**src/rtl/spmv_mem_arb_pkg.sv**
```systemverilog
// Shared types and default widths for the SpMV memory arbiter.
package spmv_mem_pkg;

    // Default widths, matching the DCP NoC port and the SpMV engine tags.
    localparam int NUM_REQ_D   = 4;
    localparam int ADDR_W_D    = 40;
    localparam int DATA_W_D    = 64;
    localparam int TID_W_D     = 6;
    localparam int TAG_W_D     = 4;
    localparam int MAX_OUTST_D = 16;
    localparam int OWN_W_D     = $clog2(NUM_REQ_D);

    // Requester slots on the arbiter.
    localparam int REQ_VEC    = 0;
    localparam int REQ_ROWPTR = 1;
    localparam int REQ_COLIDX = 2;
    localparam int REQ_VAL    = 3;

    // One outstanding-request table entry.
    typedef struct packed {
        logic               valid;
        logic [OWN_W_D-1:0] owner;
        logic [TAG_W_D-1:0] tag;
    } mem_entry_t;

endpackage

```
**src/rtl/spmv_mem_arb_rr_arbiter.sv**
```systemverilog
// Combinational round-robin arbiter: grants the first requester at or after ptr.
module rr_arbiter #(
    parameter int NUM_REQ = 4,
    parameter int PTR_W   = 2
) (
    input  logic [NUM_REQ-1:0] req,
    input  logic [PTR_W-1:0]   ptr,
    output logic [NUM_REQ-1:0] gnt
);

    logic             found;
    logic [PTR_W-1:0] sel;

    // Scan requesters starting at the pointer, wrapping, and keep the first hit.
    always_comb begin
        gnt   = '0;
        found = 1'b0;
        sel   = '0;
        for (int k = 0; k < NUM_REQ; k++) begin
            sel = PTR_W'((int'(ptr) + k) % NUM_REQ);
            if (!found && req[sel]) begin
                gnt[sel] = 1'b1;
                found    = 1'b1;
            end
        end
    end

endmodule

```
**src/rtl/spmv_mem_arb.sv**
```systemverilog
// Shares the DCP NoC memory port among the SpMV fetch engines: round-robin
// grant, transaction-ID allocation from an outstanding table, response routing.
module spmv_mem_arb
    import spmv_mem_pkg::*;
#(
    parameter int NUM_REQ   = NUM_REQ_D,
    parameter int ADDR_W    = ADDR_W_D,
    parameter int DATA_W    = DATA_W_D,
    parameter int TID_W     = TID_W_D,
    parameter int TAG_W     = TAG_W_D,
    parameter int MAX_OUTST = MAX_OUTST_D
) (
    input  logic                              clk,
    input  logic                              rst_n,
    input  logic                              drain,
    input  logic [NUM_REQ-1:0]                req_val,
    input  logic [NUM_REQ*ADDR_W-1:0]         req_addr,
    input  logic [NUM_REQ*TAG_W-1:0]          req_tag,
    output logic [NUM_REQ-1:0]                req_rdy,
    output logic                              mem_req_val,
    input  logic                              mem_req_rdy,
    output logic [TID_W-1:0]                  mem_req_transid,
    output logic [ADDR_W-1:0]                 mem_req_addr,
    input  logic                              mem_resp_val,
    input  logic [TID_W-1:0]                  mem_resp_transid,
    input  logic [DATA_W-1:0]                 mem_resp_data,
    output logic [NUM_REQ-1:0]                resp_val,
    output logic [TAG_W-1:0]                  resp_tag,
    output logic [DATA_W-1:0]                 resp_data,
    output logic [$clog2(MAX_OUTST):0]        outst_cnt,
    output logic                              idle,
    output logic                              err_stray
);

    localparam int OWN_W = $clog2(NUM_REQ);
    localparam int IDX_W = $clog2(MAX_OUTST);
    localparam int CNT_W = IDX_W + 1;

    mem_entry_t           tbl [MAX_OUTST];
    logic [OWN_W-1:0]     rr_ptr;

    logic                 out_free;
    logic                 grant_en;
    logic                 alloc;
    logic                 free_any;
    logic [IDX_W-1:0]     free_idx;
    logic [NUM_REQ-1:0]   gnt;
    logic [OWN_W-1:0]     win_idx;
    logic [ADDR_W-1:0]    win_addr;
    logic [TAG_W-1:0]     win_tag;

    logic [IDX_W-1:0]     resp_idx;
    logic                 resp_in_range;
    logic                 resp_hit;
    mem_entry_t           resp_ent;
    logic [NUM_REQ-1:0]   resp_onehot;

    // Output register can take a new request when empty or handing off now.
    assign out_free = !mem_req_val || mem_req_rdy;

    // Lowest free table index; the bitmap is the registered valid bits.
    always_comb begin
        free_any = 1'b0;
        free_idx = '0;
        for (int i = MAX_OUTST - 1; i >= 0; i--) begin
            if (!tbl[i].valid) begin
                free_any = 1'b1;
                free_idx = IDX_W'(i);
            end
        end
    end

    // rst_n gating keeps req_rdy low while reset is held.
    assign grant_en = rst_n && !drain && free_any && out_free;

    rr_arbiter #(
        .NUM_REQ (NUM_REQ),
        .PTR_W   (OWN_W)
    ) u_rr_arbiter (
        .req (req_val & {NUM_REQ{grant_en}}),
        .ptr (rr_ptr),
        .gnt (gnt)
    );

    assign req_rdy = gnt;
    assign alloc   = |gnt;

    // Decode the one-hot grant into the winner's index, address and tag.
    always_comb begin
        win_idx  = '0;
        win_addr = '0;
        win_tag  = '0;
        for (int i = 0; i < NUM_REQ; i++) begin
            if (gnt[i]) begin
                win_idx  = OWN_W'(i);
                win_addr = req_addr[i*ADDR_W +: ADDR_W];
                win_tag  = req_tag[i*TAG_W +: TAG_W];
            end
        end
    end

    // A response is accepted only for an in-range ID whose entry is live.
    assign resp_idx      = mem_resp_transid[IDX_W-1:0];
    assign resp_in_range = ({1'b0, mem_resp_transid} < (TID_W+1)'(MAX_OUTST));
    assign resp_ent      = tbl[resp_idx];
    assign resp_hit      = mem_resp_val && resp_in_range && resp_ent.valid;

    // One-hot strobe for the owner of the returning entry.
    always_comb begin
        resp_onehot = '0;
        resp_onehot[resp_ent.owner] = 1'b1;
    end

    // NoC request register: holds under backpressure, reloads on grant.
    always_ff @(posedge clk or negedge rst_n) begin
        if (!rst_n) begin
            mem_req_val     <= 1'b0;
            mem_req_transid <= '0;
            mem_req_addr    <= '0;
        end else if (out_free) begin
            mem_req_val <= alloc;
            if (alloc) begin
                mem_req_transid <= TID_W'(free_idx);
                mem_req_addr    <= win_addr;
            end
        end
    end

    // Outstanding table: allocate and free can hit different entries in one edge.
    always_ff @(posedge clk or negedge rst_n) begin
        if (!rst_n) begin
            for (int i = 0; i < MAX_OUTST; i++) begin
                tbl[i] <= '0;
            end
        end else begin
            for (int i = 0; i < MAX_OUTST; i++) begin
                if (alloc && free_idx == IDX_W'(i)) begin
                    tbl[i].valid <= 1'b1;
                    tbl[i].owner <= win_idx;
                    tbl[i].tag   <= win_tag;
                end else if (resp_hit && resp_idx == IDX_W'(i)) begin
                    tbl[i].valid <= 1'b0;
                end
            end
        end
    end

    // Live-entry count; a same-cycle allocate and free cancel out.
    always_ff @(posedge clk or negedge rst_n) begin
        if (!rst_n) begin
            outst_cnt <= '0;
        end else if (alloc && !resp_hit) begin
            outst_cnt <= outst_cnt + CNT_W'(1);
        end else if (!alloc && resp_hit) begin
            outst_cnt <= outst_cnt - CNT_W'(1);
        end
    end

    // Round-robin pointer moves just past the last winner.
    always_ff @(posedge clk or negedge rst_n) begin
        if (!rst_n) begin
            rr_ptr <= '0;
        end else if (alloc) begin
            rr_ptr <= (win_idx == OWN_W'(NUM_REQ - 1)) ? '0 : win_idx + 1'b1;
        end
    end

    // Response register routed to the entry owner; stray responses are flagged.
    always_ff @(posedge clk or negedge rst_n) begin
        if (!rst_n) begin
            resp_val  <= '0;
            resp_tag  <= '0;
            resp_data <= '0;
            err_stray <= 1'b0;
        end else begin
            resp_val <= resp_hit ? resp_onehot : '0;
            if (resp_hit) begin
                resp_tag  <= resp_ent.tag;
                resp_data <= mem_resp_data;
            end
            if (mem_resp_val && !resp_hit) begin
                err_stray <= 1'b1;
            end
        end
    end

    assign idle = (outst_cnt == '0) && !mem_req_val;

endmodule

```
**config.mk**
```make
export PLATFORM = sky130hd
export DESIGN_NAME = spmv_mem_arb
export DESIGN_NICKNAME = d
export VERILOG_FILES = /design/src/rtl/spmv_mem_arb_pkg.sv /design/src/rtl/spmv_mem_arb_rr_arbiter.sv /design/src/rtl/spmv_mem_arb.sv
export SDC_FILE = /design/constraint.sdc
export NUM_CORES = 1
export LEC_CHECK = 0
export CORE_MARGIN = 3
export CORE_UTILIZATION = 46
export CTS_CLUSTER_SIZE = 10
export DETAILED_ROUTE_END_ITERATION = 8
export HOLD_SLACK_MARGIN = 0.08
export PLACE_DENSITY = 0.8
export REMOVE_ABC_BUFFERS = 1
export SYNTH_ARGS = -nofsm -noshare
export SYNTH_HDL_FRONTEND = slang
export SYNTH_SLANG_ARGS = --single-unit
```
**constraint.sdc**
```tcl
create_clock -name clk -period 5.1 [get_ports clk]
set_input_delay 0.765 -clock clk [delete_from_list [all_inputs] [get_ports clk]]
set_output_delay 0.765 -clock clk [all_outputs]
set_load 0.01 [all_outputs]
```
==> results.ini <==
[critical_path]
cp-end-kind=output port
path_class=primary input to output port
crit_arrival_ns=3.90
rr_worst_depth=17
start_kind=primary input
cp.required_ns=4.34
critPathMaxStageDelay_ns=0.58
rr_endpoint=outst_cnt[4]
crit_path_max_fanout=33
critPathTopFamily=buffers and inverters
path_common_cell=and2_1
r2r-start=rr_ptr[0]
cp_cell_sequence=dlygate4sd3_1, buf_8, nor2b_1, and2_1, and2_0, nand3_1, and2_1, inv_1, buf_4, clkdlybuf4s50_1
cp_slowest_cell=clkdlybuf4s50_1
r2r_setup_slack_ns=0.49
crit_buf_inv=5

[clock_tree]
root_buffer=clkbuf_16
clock_sinks=237
cts_tree=built
clk_pin_slew_worst_paths_ns=0.05
cts-resized-gates=0
clk-insertion-delay-late_ns=0.54
cts.htree.levels=1
postCtsHoldBufs=1
clock_path_buffers=3
cts_setup_buffers=0
numCtsBuffers=28

[sta]
finalHoldViolations=0
setup_slack_ns=0.432
rsz0062_at_grt=no
period_share_pct=91.5
setup_tns_ns=0
max_freq_mhz=214
fin_skew_ns=0.0215
layout_min_cycle_time_ns=4.67
setup_viol=0
hold_ws_ns=0.464
drv_slew=0
relSlewSlack_pct=26.7
tightestPinTransition_ns=1.10

[placed_design]
globalplace.congestion=0.928
pre_cts_slack_ns=0.135
dpl_cell_area_um2=15700
hpwl_mm=27.3
port_buffers=382

[yosys]
synth_edf_count=0
synth-seq-cells=237
synthDistinctLibCells=62
synth-main-ff-cell=dfrtp_1
avgSynthCellArea_um2=11.0
syn_inst=1049
ys_async_sr_fraction_pct=100
yosys_warnings=0
synth-seq-area-share_pct=51.5
syn-cell-area_um2=11500

[global_routing]
grt_use_total_pct=27.1
grt_overflow_total=0
first_global_vias=10300
antenna_found_initial=5
grt_pass1_wl_mm=57.1
grt_max_degree=85

[detailed_routing]
vias=9970
drtIter0Drc=743
ant_nets=0
viasPerCell=5.68
routedWlPerCell_um=21.1
drt-total-wl_mm=37.1
firstDrtPassIters=5
drc=0

[power]
peakVddDrop_mv=0.294
p_leak_nw=7.36
power_w=0.00829
powerDensity_nw_per_um2=502

[die]
initial_core_util_pct=47.0
io_pins=385
design.core.area_um2=24500
chipHeight_um=164
die_area_um2=27000
rows=57
dieWidth_um=164

[hold_path]
hold_start=err_stray
hold_end=err_stray
holdPathStages=1
hp-class=register to register

[flow_run]
maxCapViolations=0

[cells_and_area]
syn2layout_area_growth_pct=43.4
drive_gt1_share_pct=15.1
nNetsFinal=1688
fin_area_um2=16500

[outcome]
outcome=finished clean

==> metrics by stage <==
step / instances / utilization [%]
6_report: 1756 / 67.5
5_1_grt: 1756 / 67.5
4_1_cts: 1751 / 67.4
3_5_place_dp: 1714 / 64.1
3_3_place_gp: 1714 / 64.1
2_1_floorplan: 981 / -
==> worst max-delay path by stage <==
stage	from	to	slack (ns)	depth (start not counted)
finish	rst_n	req_rdy[0]	0.43	10
global route	rst_n	req_rdy[0]	0.27	10
CTS	rst_n	req_rdy[0]	0.42	10
detailed placement	req_val[3]	outst_cnt[4]	0.13	16
global placement	req_val[0]	outst_cnt[4]	0.28	16
floorplan	req_val[3]	outst_cnt[4]	-0.99	15
==> Yosys cell counts, types with 5 or more instances <==
| library cell | count | area (µm²) |
|---|---|---|
| ha_1 | 11 | 138 |
| a22oi_1 | 41 | 308 |
| nor2_1 | 56 | 210 |
| a221oi_1 | 41 | 359 |
| nand2b_1 | 8 | 50.1 |
| buf_1 | 7 | 26.3 |
| nand2_1 | 242 | 908 |
| nand3_2 | 6 | 60.1 |
| dfrtp_1 | 237 | 5930 |
| inv_1 | 11 | 41.3 |
| mux2i_1 | 6 | 60.1 |
| mux4_2 | 36 | 811 |
| nor3b_1 | 6 | 45.0 |
| mux2_2 | 91 | 1020 |
| o311ai_4 | 5 | 131 |
| buf_2 | 8 | 40.0 |
| clkbuf_1 | 48 | 180 |
| o21ai_0 | 72 | 360 |
| a211oi_1 | 5 | 37.5 |
| buf_4 | 5 | 37.5 |
| nand3_1 | 12 | 60.1 |
| a21oi_1 | 15 | 75.1 |
==> state kept, by name, summed over array words and instances (netlist names) <==
| name | flops |
|---|---|
| err_stray | 1 |
| mem_req_addr | 40 |
| mem_req_transid | 4 |
| mem_req_val | 1 |
| outst_cnt | 5 |
| resp_data | 64 |
| resp_tag | 4 |
| resp_val | 4 |
| rr_ptr | 2 |
| tbl | 112 |
==> report_power, final <==
group	switching [W]	internal [W]
Sequential	0.000416	0.00250
Clock	0.000722	0.00107
Combinational	0.00178	0.00180
Total	0.00292	0.00537
==> layout make-up <==
type / count / area, µm²
Fill cell: 1844 / 7950
Multi-Input combinational cell: 731 / 5260
Sequential cell: 237 / 5930
Clock inverter: 2 / 46.3
Clock buffer: 34 / 753
Antenna cell: 5 / 12.5
Inverter: 13 / 48.8
Tap cell: 324 / 405
Timing Repair Buffer: 410 / 4050
==> cell families after synthesis <==
logic type,Yosys count,share of synthesized area (%)
simple gates,368,14.0
flops,237,51.5
compound gates,210,13.1
mux,134,16.6
buf+inv,82,2.99
fa+ha+maj,12,1.37
xor+xnor,5,0.381
other cells,1,0.0326
==> worst reg2reg max path, cell delays in order, from the launching register on <==
cell and delay (ns):
dfrtp_1 0.55, inv_1 0.22, ha_1 0.43, mux2i_1 0.26, or3_1 0.18, a211oi_1 0.08, or4_2 0.70, a221o_1 0.34
nor3_4 0.15, inv_2 0.13, ha_1 0.25, inv_1 0.15, ha_1 0.30, a21o_1 0.20, a21oi_1 0.20, xnor2_1 0.15
nor2_1 0.08, xor2_1 0.14
==> metal layers <==
metal / global-route usage (%) / up-vias / wire length (µm)
li1: - / 4512 / -
met1: 31.6 / 4912 / 13500
met2: 48.1 / 467 / 19100
met3: 6.81 / 79 / 3270
met4: 10.1 / 0 / 1260
met5: 0 / - / 0
==> placed cells by master, fill, tap and decap left out, types with 15 or more instances in the layout <==
cell	instances
a21oi_1	15
a221oi_1	41
a22oi_1	40
buf_4	26
clkbuf_16	28
clkdlybuf4s50_1	380
dfrtp_1	237
mux2_2	91
mux4_2	36
nand2_1	242
nor2_1	55
o21ai_0	72
Power figures use the tool's default switching activity.
